$ cat config.mk
export PLATFORM = sky130hd
export DESIGN_NAME = uart_tx_serializer_flat
export DESIGN_NICKNAME = d
export VERILOG_FILES = /design/src/rtl/uart_tx_serializer_if.sv /design/src/rtl/uart_tx_serializer.sv /design/src/flat_wrapper.sv
export SDC_FILE = /design/constraint.sdc
export NUM_CORES = 1
export LEC_CHECK = 0
export ABC_AREA = 1
export CAP_MARGIN = 10
export CORE_UTILIZATION = 30
export CTS_BUF_LIST = sky130_fd_sc_hd__clkbuf_4
export CTS_CLUSTER_DIAMETER = 30
export CTS_CLUSTER_SIZE = 12
export DETAILED_ROUTE_END_ITERATION = 8
export GPL_TIMING_DRIVEN = 0
export HOLD_SLACK_MARGIN = 0.06
export REMOVE_ABC_BUFFERS = 1
export SKIP_CTS_REPAIR_TIMING = 1
export SYNTH_ARGS = -nofsm -noshare
export SYNTH_HDL_FRONTEND = slang
export SYNTH_SLANG_ARGS = --single-unit
$ cat constraint.sdc
create_clock -name clock -period 2.15 [get_ports clock]
set_clock_uncertainty 0.05 [all_clocks]
set_input_delay 0.5375 -clock clock [delete_from_list [all_inputs] [get_ports clock]]
set_output_delay 0.5375 -clock clock [all_outputs]
set_load 0.005 [all_outputs]
$ cat src/rtl/uart_tx_serializer_if.sv
`default_nettype none
// ============================================================================
// Module   : uart_tx_serializer_if
// Purpose  : Byte valid/ready handshake between the TX data path and the
//            UART serializer.
// Revision : 1.0
// ============================================================================
interface uart_tx_serializer_if;
  logic [7:0] txData;
  logic       txValid;
  logic       txReady;

  modport master (output txData, output txValid, input txReady);
  modport slave  (input txData, input txValid, output txReady);
endinterface
`default_nettype wire

$ cat src/rtl/uart_tx_serializer.sv
`default_nettype none
// ============================================================================
// Module   : uart_tx_serializer
// Purpose  : 1-entry holding register plus UART frame serializer. It is
//            paced by rising edges of the divider's baud square wave.
// Revision : 1.0
// ============================================================================
module uart_tx_serializer #(
  parameter logic IDLE_LEVEL = 1'b1
) (
  input  wire logic               clock,
  input  wire logic               reset,
  input  wire logic               enable,
  input  wire logic               baudSignalIn,
  uart_tx_serializer_if.slave     tx_if,
  input  wire logic [1:0]         wordLength,
  input  wire logic               parityEnable,
  input  wire logic               evenParity,
  input  wire logic               twoStopBits,
  input  wire logic               breakCtrl,
  output logic                    txOut,
  output logic                    busy
);

  localparam logic [2:0] ST_IDLE   = 3'd0;
  localparam logic [2:0] ST_START  = 3'd1;
  localparam logic [2:0] ST_DATA   = 3'd2;
  localparam logic [2:0] ST_PARITY = 3'd3;
  localparam logic [2:0] ST_STOP1  = 3'd4;
  localparam logic [2:0] ST_STOP2  = 3'd5;

  logic [2:0] state_q, state_d;
  logic [7:0] shift_q, shift_d;
  logic [7:0] hold_data_q, hold_data_d;
  logic       hold_full_q, hold_full_d;
  logic [2:0] bit_cnt_q, bit_cnt_d;
  logic [1:0] wlen_q, wlen_d;
  logic       par_en_q, par_en_d;
  logic       two_stop_q, two_stop_d;
  logic       parity_q, parity_d;
  logic       baud_prev_q, baud_prev_d;
  logic       baud_tick_q, baud_tick_d;
  logic       tx_out_q, tx_out_d;

  logic       w_load;
  logic [7:0] w_mask;
  logic [2:0] w_last_bit;

  assign tx_if.txReady = enable & ~hold_full_q & ~reset;
  assign busy          = hold_full_q | (state_q != ST_IDLE);
  assign txOut         = breakCtrl ? 1'b0 : tx_out_q;

  assign w_mask     = 8'hFF >> (2'd3 - wordLength);
  assign w_last_bit = {1'b0, wlen_q} + 3'd4;

  // State register and all datapath flops
  always_ff @(posedge clock or posedge reset) begin
    if (reset) begin
      state_q     <= ST_IDLE;
      shift_q     <= 8'h00;
      hold_data_q <= 8'h00;
      hold_full_q <= 1'b0;
      bit_cnt_q   <= 3'd0;
      wlen_q      <= 2'd0;
      par_en_q    <= 1'b0;
      two_stop_q  <= 1'b0;
      parity_q    <= 1'b0;
      baud_prev_q <= 1'b0;
      baud_tick_q <= 1'b0;
      tx_out_q    <= IDLE_LEVEL;
    end else begin
      state_q     <= state_d;
      shift_q     <= shift_d;
      hold_data_q <= hold_data_d;
      hold_full_q <= hold_full_d;
      bit_cnt_q   <= bit_cnt_d;
      wlen_q      <= wlen_d;
      par_en_q    <= par_en_d;
      two_stop_q  <= two_stop_d;
      parity_q    <= parity_d;
      baud_prev_q <= baud_prev_d;
      baud_tick_q <= baud_tick_d;
      tx_out_q    <= tx_out_d;
    end
  end

  // Next-state and datapath update
  always_comb begin
    state_d     = state_q;
    shift_d     = shift_q;
    hold_data_d = hold_data_q;
    hold_full_d = hold_full_q;
    bit_cnt_d   = bit_cnt_q;
    wlen_d      = wlen_q;
    par_en_d    = par_en_q;
    two_stop_d  = two_stop_q;
    parity_d    = parity_q;
    baud_prev_d = baudSignalIn;
    baud_tick_d = baudSignalIn & ~baud_prev_q;
    w_load      = 1'b0;

    if (tx_if.txValid && tx_if.txReady) begin
      hold_data_d = tx_if.txData;
      hold_full_d = 1'b1;
    end

    if (baud_tick_q) begin
      case (state_q)
        ST_IDLE:   w_load = hold_full_q & enable;
        ST_START: begin
          state_d   = ST_DATA;
          bit_cnt_d = 3'd0;
        end
        ST_DATA: begin
          if (bit_cnt_q == w_last_bit) begin
            state_d = par_en_q ? ST_PARITY : ST_STOP1;
          end else begin
            bit_cnt_d = bit_cnt_q + 3'd1;
            shift_d   = shift_q >> 1;
          end
        end
        ST_PARITY: state_d = ST_STOP1;
        ST_STOP1: begin
          state_d = two_stop_q ? ST_STOP2 : ST_IDLE;
          w_load  = ~two_stop_q & hold_full_q & enable;
        end
        ST_STOP2: begin
          state_d = ST_IDLE;
          w_load  = hold_full_q & enable;
        end
        default:   state_d = ST_IDLE;
      endcase

      // Loading straight from the last stop bit avoids an idle bit between frames
      if (w_load) begin
        state_d     = ST_START;
        shift_d     = hold_data_q;
        hold_full_d = 1'b0;
        wlen_d      = wordLength;
        par_en_d    = parityEnable;
        two_stop_d  = twoStopBits;
        parity_d    = (^(hold_data_q & w_mask)) ^ ~evenParity;
      end
    end
  end

  // Line level follows the next state so it changes with the state register
  always_comb begin
    tx_out_d = IDLE_LEVEL;
    case (state_d)
      ST_START:  tx_out_d = 1'b0;
      ST_DATA:   tx_out_d = shift_d[0];
      ST_PARITY: tx_out_d = parity_d;
      default:   tx_out_d = IDLE_LEVEL;
    endcase
  end

endmodule
`default_nettype wire

$ cat src/flat_wrapper.sv
// flat-port wrapper written by rule: the top's interface ports become plain ports
module uart_tx_serializer_flat 
#(
  parameter logic IDLE_LEVEL = 1'b1
)
  (clock, reset, enable, baudSignalIn, wordLength, parityEnable, evenParity, twoStopBits, breakCtrl, txOut, busy, tx_if_txData, tx_if_txValid, tx_if_txReady);
  uart_tx_serializer_if tx_if_i ();
  input  wire logic clock;
  input  wire logic reset;
  input  wire logic enable;
  input  wire logic baudSignalIn;
  input  wire logic [1:0] wordLength;
  input  wire logic parityEnable;
  input  wire logic evenParity;
  input  wire logic twoStopBits;
  input  wire logic breakCtrl;
  output logic txOut;
  output logic busy;
  input wire logic [$bits(tx_if_i.txData)-1:0] tx_if_txData;
  input wire logic [$bits(tx_if_i.txValid)-1:0] tx_if_txValid;
  output wire logic [$bits(tx_if_i.txReady)-1:0] tx_if_txReady;
  assign tx_if_i.txData = tx_if_txData;
  assign tx_if_i.txValid = tx_if_txValid;
  assign tx_if_txReady = tx_if_i.txReady;
  uart_tx_serializer #(.IDLE_LEVEL(IDLE_LEVEL)) u_core (.clock(clock), .reset(reset), .enable(enable), .baudSignalIn(baudSignalIn), .tx_if(tx_if_i), .wordLength(wordLength), .parityEnable(parityEnable), .evenParity(evenParity), .twoStopBits(twoStopBits), .breakCtrl(breakCtrl), .txOut(txOut), .busy(busy));
endmodule
== Yosys cells after proc, flatten, opt, wreduce, memory -nomap -nowiden ==
Index checks and enable logic that the tools add are counted.

* Add/sub/neg operators: 3
* Equality and inequality tests: 11
* Shifts and indexed selects: 1
* Muxes and demuxes: 21
* Bitwise gates (word level): 14
* Reductions and logical operators: 10

{| class="wikitable"
|+ Operator list
! kind !! count
|-
| $mux 8 || 3
|-
| $mux 3 || 6
|-
| $pmux 3 s5 || 1
|-
| $eq 3x2->1 const B || 4
|-
| $and 8x8->8 || 1
|-
| $mux 1 || 8
|-
| $reduce_xor 8->1 || 1
|-
| $shr 8x2->8 const A || 1
|-
| $and 1x1->1 || 6
|-
| $eq 3x1->1 const B || 2
|-
| $eq 3x3->1 const B || 2
|-
| $pmux 3 s2 || 1
|-
| $reduce_and 3->1 || 2
|-
| $not 1->1 || 5
|-
| $ne 2x2->1 const B || 2
|-
| $reduce_bool 2->1 || 2
|-
| $add 2x3->3 const B || 1
|-
| $add 3x1->3 const B || 1
|-
| $eq 3x3->1 || 1
|-
| $logic_not 3->1 || 1
|-
| $pmux 1 s3 || 1
|-
| $reduce_bool 3->1 || 1
|-
| $pmux 1 s2 || 1
|-
| $reduce_and 2->1 || 1
|-
| 5 further kinds || 5
|}

* Register bits after elaboration: 31
* Output and inout bits: 3

== Longest topological paths before layout ==
* Depth after elaboration: 9
* Mapped depth: 13

== Least setup slack after synthesis ==
Ideal clock, no wire load.

* Path kind: input to register
* Start point: input reset
* End point: register u_core.hold_data_q[0]
* Setup time: 0.132 ns
* Arrival: 2.032 ns
* Setup slack: -0.064 ns
* Cell stages on the path: 7
* Buffers on the path: 1
* Cell sequence: inv_1 nand2_1 nor2_1 nand2_1 inv_1 clkbuf_1 o21ai_0

* Longest elaborated chain between the ends: 3

{| class="wikitable"
|+ RTL lines
! element !! RTL line !! RTL
|-
| from (decl) || flat_wrapper.sv:9 || <nowiki>input wire logic reset;</nowiki>
|-
| $not 1->1 || uart_tx_serializer.sv:49 || <nowiki>assign tx_if.txReady = enable & ~hold_full_q & ~reset;</nowiki>
|-
| $and 1x1->1 || uart_tx_serializer.sv:49 ||
|-
| via tx_if_txReady || flat_wrapper.sv:21 || <nowiki>output wire logic [$bits(tx_if_i.txReady)-1:0] tx_if_txReady;</nowiki>
|-
| $logic_and 1x1->1 || uart_tx_serializer.sv:102 || <nowiki>if (tx_if.txValid && tx_if.txReady) begin</nowiki>
|-
| to (signal assigned) || uart_tx_serializer.sv:74 || <nowiki>hold_data_q <= hold_data_d;</nowiki>
|-
| to (decl) || uart_tx_serializer.sv:34 || <nowiki>logic [7:0] hold_data_q, hold_data_d;</nowiki>
|}

The timed path passes the listed nets, and every way through them passes these cells.
A chain may end at the register's enable or synchronous reset.

== Worst setup path in the final report ==
* Start point: input reset
* End point: output tx_if_txReady

* Longest elaborated chain between the ends: 2

{| class="wikitable"
|+ RTL lines
! element !! RTL line
|-
| $not 1->1 || uart_tx_serializer.sv:49
|-
| $and 1x1->1 || uart_tx_serializer.sv:49
|-
| to (decl) || flat_wrapper.sv:21
|}

No other way between the ends.

==> flow_summary.ini <==
[floorplan]
die_h_um = 77.92
chipWidth_um = 77.92
core_area_um2 = 5540
die_area_um2 = 6072
io_pins = 22
start_util_pct = 31.21
core.rowCount = 27

[critical_path]
cp.required_ns = 1.56
reg2reg_depth = 7
r2r_end = u_core.shift_q[6]
r2r_start = u_core.state_q[2]
start_kind = input pin
path_max_fanout = 6
critPathKind = input pin to primary output
critPathArrivalTime_ns = 1.50
rrSetupSlack_ns = 0.22
critPathCaptureType = primary output

[cells_and_area]
drive_gt1_share_pct = 14.02
fin_area_um2 = 2130
diodes = 0
multi_input_area_um2 = 790.8
syn_to_final_growth_pct = 23.15
fill_cells = 590
seqCellArea_um2 = 778.2
final_nets = 283

[synth]
synth_edf_count = 0
synth_cells = 233
synth_cell_types = 29
seq_area_frac_synth_pct = 44.93
ys_ff_latch = 31
synth_warnings = 0
yosysTopAreaCell = dfrtp_1
synth-main-ff-cell = dfrtp_1
synthTopCellsByArea = dfrtp_1 43%, nand2_1 19%, inv_1 5.9%, nand3_1 5.5%, nor2_1 3.9%
syn_area_per_cell_um2 = 7.421
synth_most_common_cell = nand2_1
synth_top_area_share_pct = 43.42
async_reset_ff_share_pct = 100.0
ys_top_cells_by_count = 87 x nand2_1, 30 x dfrtp_1, 27 x inv_1, 19 x nand3_1, 18 x nor2_1
synth_area_um2 = 1729

[drt]
firstDrtPassIters = 4
finalWirelength_mm = 3.575
ant_nets = 0
num_vias = 1455
wl_per_cell_um = 10.64
via_per_inst = 4.330
drc = 0
first_iter_violations = 30

[power_and_ir_drop]
p_per_area_nw_per_um2 = 1094
leakage_uw = 0.001066
peakVddDrop_mv = 0.4406

[clock_tree]
clockRootBuffer = clkbuf_4
clock_sinks = 31
clockBufferDepth = 2
cts_tree = done
numCtsBuffers = 5
cts.clk_slew.worst_paths_ns = 0.10
clk_latency_ns = 0.33
cts-htree-levels = 2

[grt]
grt_pass1_wl_mm = 5.989
first_global_vias = 1326
grt_max_degree = 18
antenna_found_initial = 0
gr-total-overflow = 0
grtUsageTotal_pct = 12.70

[timing]
slew_viol_final = 0
period_share_pct = 96.91
finalSetupViolCount = 0
setup_ws_ns = 0.06654
hold_violations = 0
period_minus_slack_ns = 2.083
tightest_slew_ns = 0.5839
setup_tns_ns = 0
max_freq_mhz = 480.0
grt_setup_unrepaired = false
slew_headroom_pct = 60.95

[hold_path]
hp-start = u_core.baud_prev_q
min_path_type = flop to flop
min_to = u_core.baud_tick_q
min_path_cells = 1

[flow_run]
drv_cap = 0

[placement]
dpl.hpwl_mm = 2.624
dp_slack_ns = -0.8548
dpl_cell_area_um2 = 2011
place_congestion = 0.7632
portBuffers = 21

[outcome]
outcome = complete, no violations
[final cells by class]
cell class / instances / area share [%]
inverters: 33 / 6.228
multi-input cells: 165 / 37.13
clock inverters: 1 / 0.2350
well taps: 72 / 4.230
repair buffers: 27 / 13.16
clock buffers: 7 / 2.468
flip-flops and latches: 31 / 36.55
[how the worst max path moves through the flow]
stage          cells past startpoint  slack (ns)              start                     to
2_1_floorplan                      6        0.07              reset  u_core.hold_data_q[0]
3_3_place_gp                       5       -1.27              reset          tx_if_txReady
3_5_place_dp                       5       -0.85              reset          tx_if_txReady
4_1_cts                            5       -0.85              reset          tx_if_txReady
5_1_grt                            3      0.0005  u_core.state_q[2]                   busy
6_report                           5        0.07              reset          tx_if_txReady
[cell usage in the layout (no fill, tap or decap), types with 2 or more instances in the layout]
cell	count
buf_4	5
dfrtp_1	29
inv_1	26
nand2_1	87
nor2_1	17
a21oi_1	2
nand3_1	19
nor2_2	5
inv_2	3
inv_4	2
dlymetal6s2s_1	2
clkdlybuf4s50_1	19
clkbuf_4	7
nand2_2	4
o21ai_0	12
a31oi_1	6
[where the power goes]
part           switching (uW)  internal [uW]
clock                     204            153
combinational             544            372
sequential                217            839
[per-stage QoR]
step	power [uW]	instances	hold slack (ns)	util, %
after floorplan	1718	229	0.3263	-
after global placement	1940	322	0.3316	35.79
after detailed placement	1972	323	0.3366	36.29
after CTS	2337	331	0.3515	37.33
after global routing	2568	336	0.3690	38.44
final	2329	336	0.3521	38.44
[sequential cells by signal, indices dropped and copies added, names as in the netlist]
register / flops
u_core.shift_q: 8
u_core.hold_data_q: 8
u_core.hold_full_q: 1
u_core.par_en_q: 1
u_core.state_q: 3
u_core.parity_q: 1
u_core.wlen_q: 2
u_core.bit_cnt_q: 3
u_core.tx_out_q: 1
u_core.baud_tick_q: 1
u_core.two_stop_q: 1
u_core.baud_prev_q: 1
[cell families (layout without fill, tap and decap cells)]
kind of cell / Yosys count / in the layout / share of synthesized area [%]
AO/OA/AOI/OAI: 23 / 23 / 7.453
XOR/XNOR: 1 / 1 / 0.5066
AND/OR/NAND/NOR: 140 / 140 / 36.25
buffers and inverters: 37 / 68 / 10.13
flip-flops: 31 / 31 / 44.94
adder cells (fa/ha/maj): 1 / 1 / 0.7235
[layer usage]
metal / up-vias / share of wire, % / track usage, %
met5: - / 0 / 0
met4: 0 / 1.4 / 5.000
met3: 6 / 3.4 / 3.882
met2: 21 / 48 / 21.15
met1: 643 / 47 / 15.24
li1: 785 / - / -
[worst max-delay path, cell delays in order]
cell and delay [ns]:
clkdlybuf4s50_1 0.50, clkinvlp_4 0.14, nand2_1 0.12, nor2_4 0.05, dlymetal6s2s_1 0.15
Note: power is estimated with default switching activity, not from simulation.
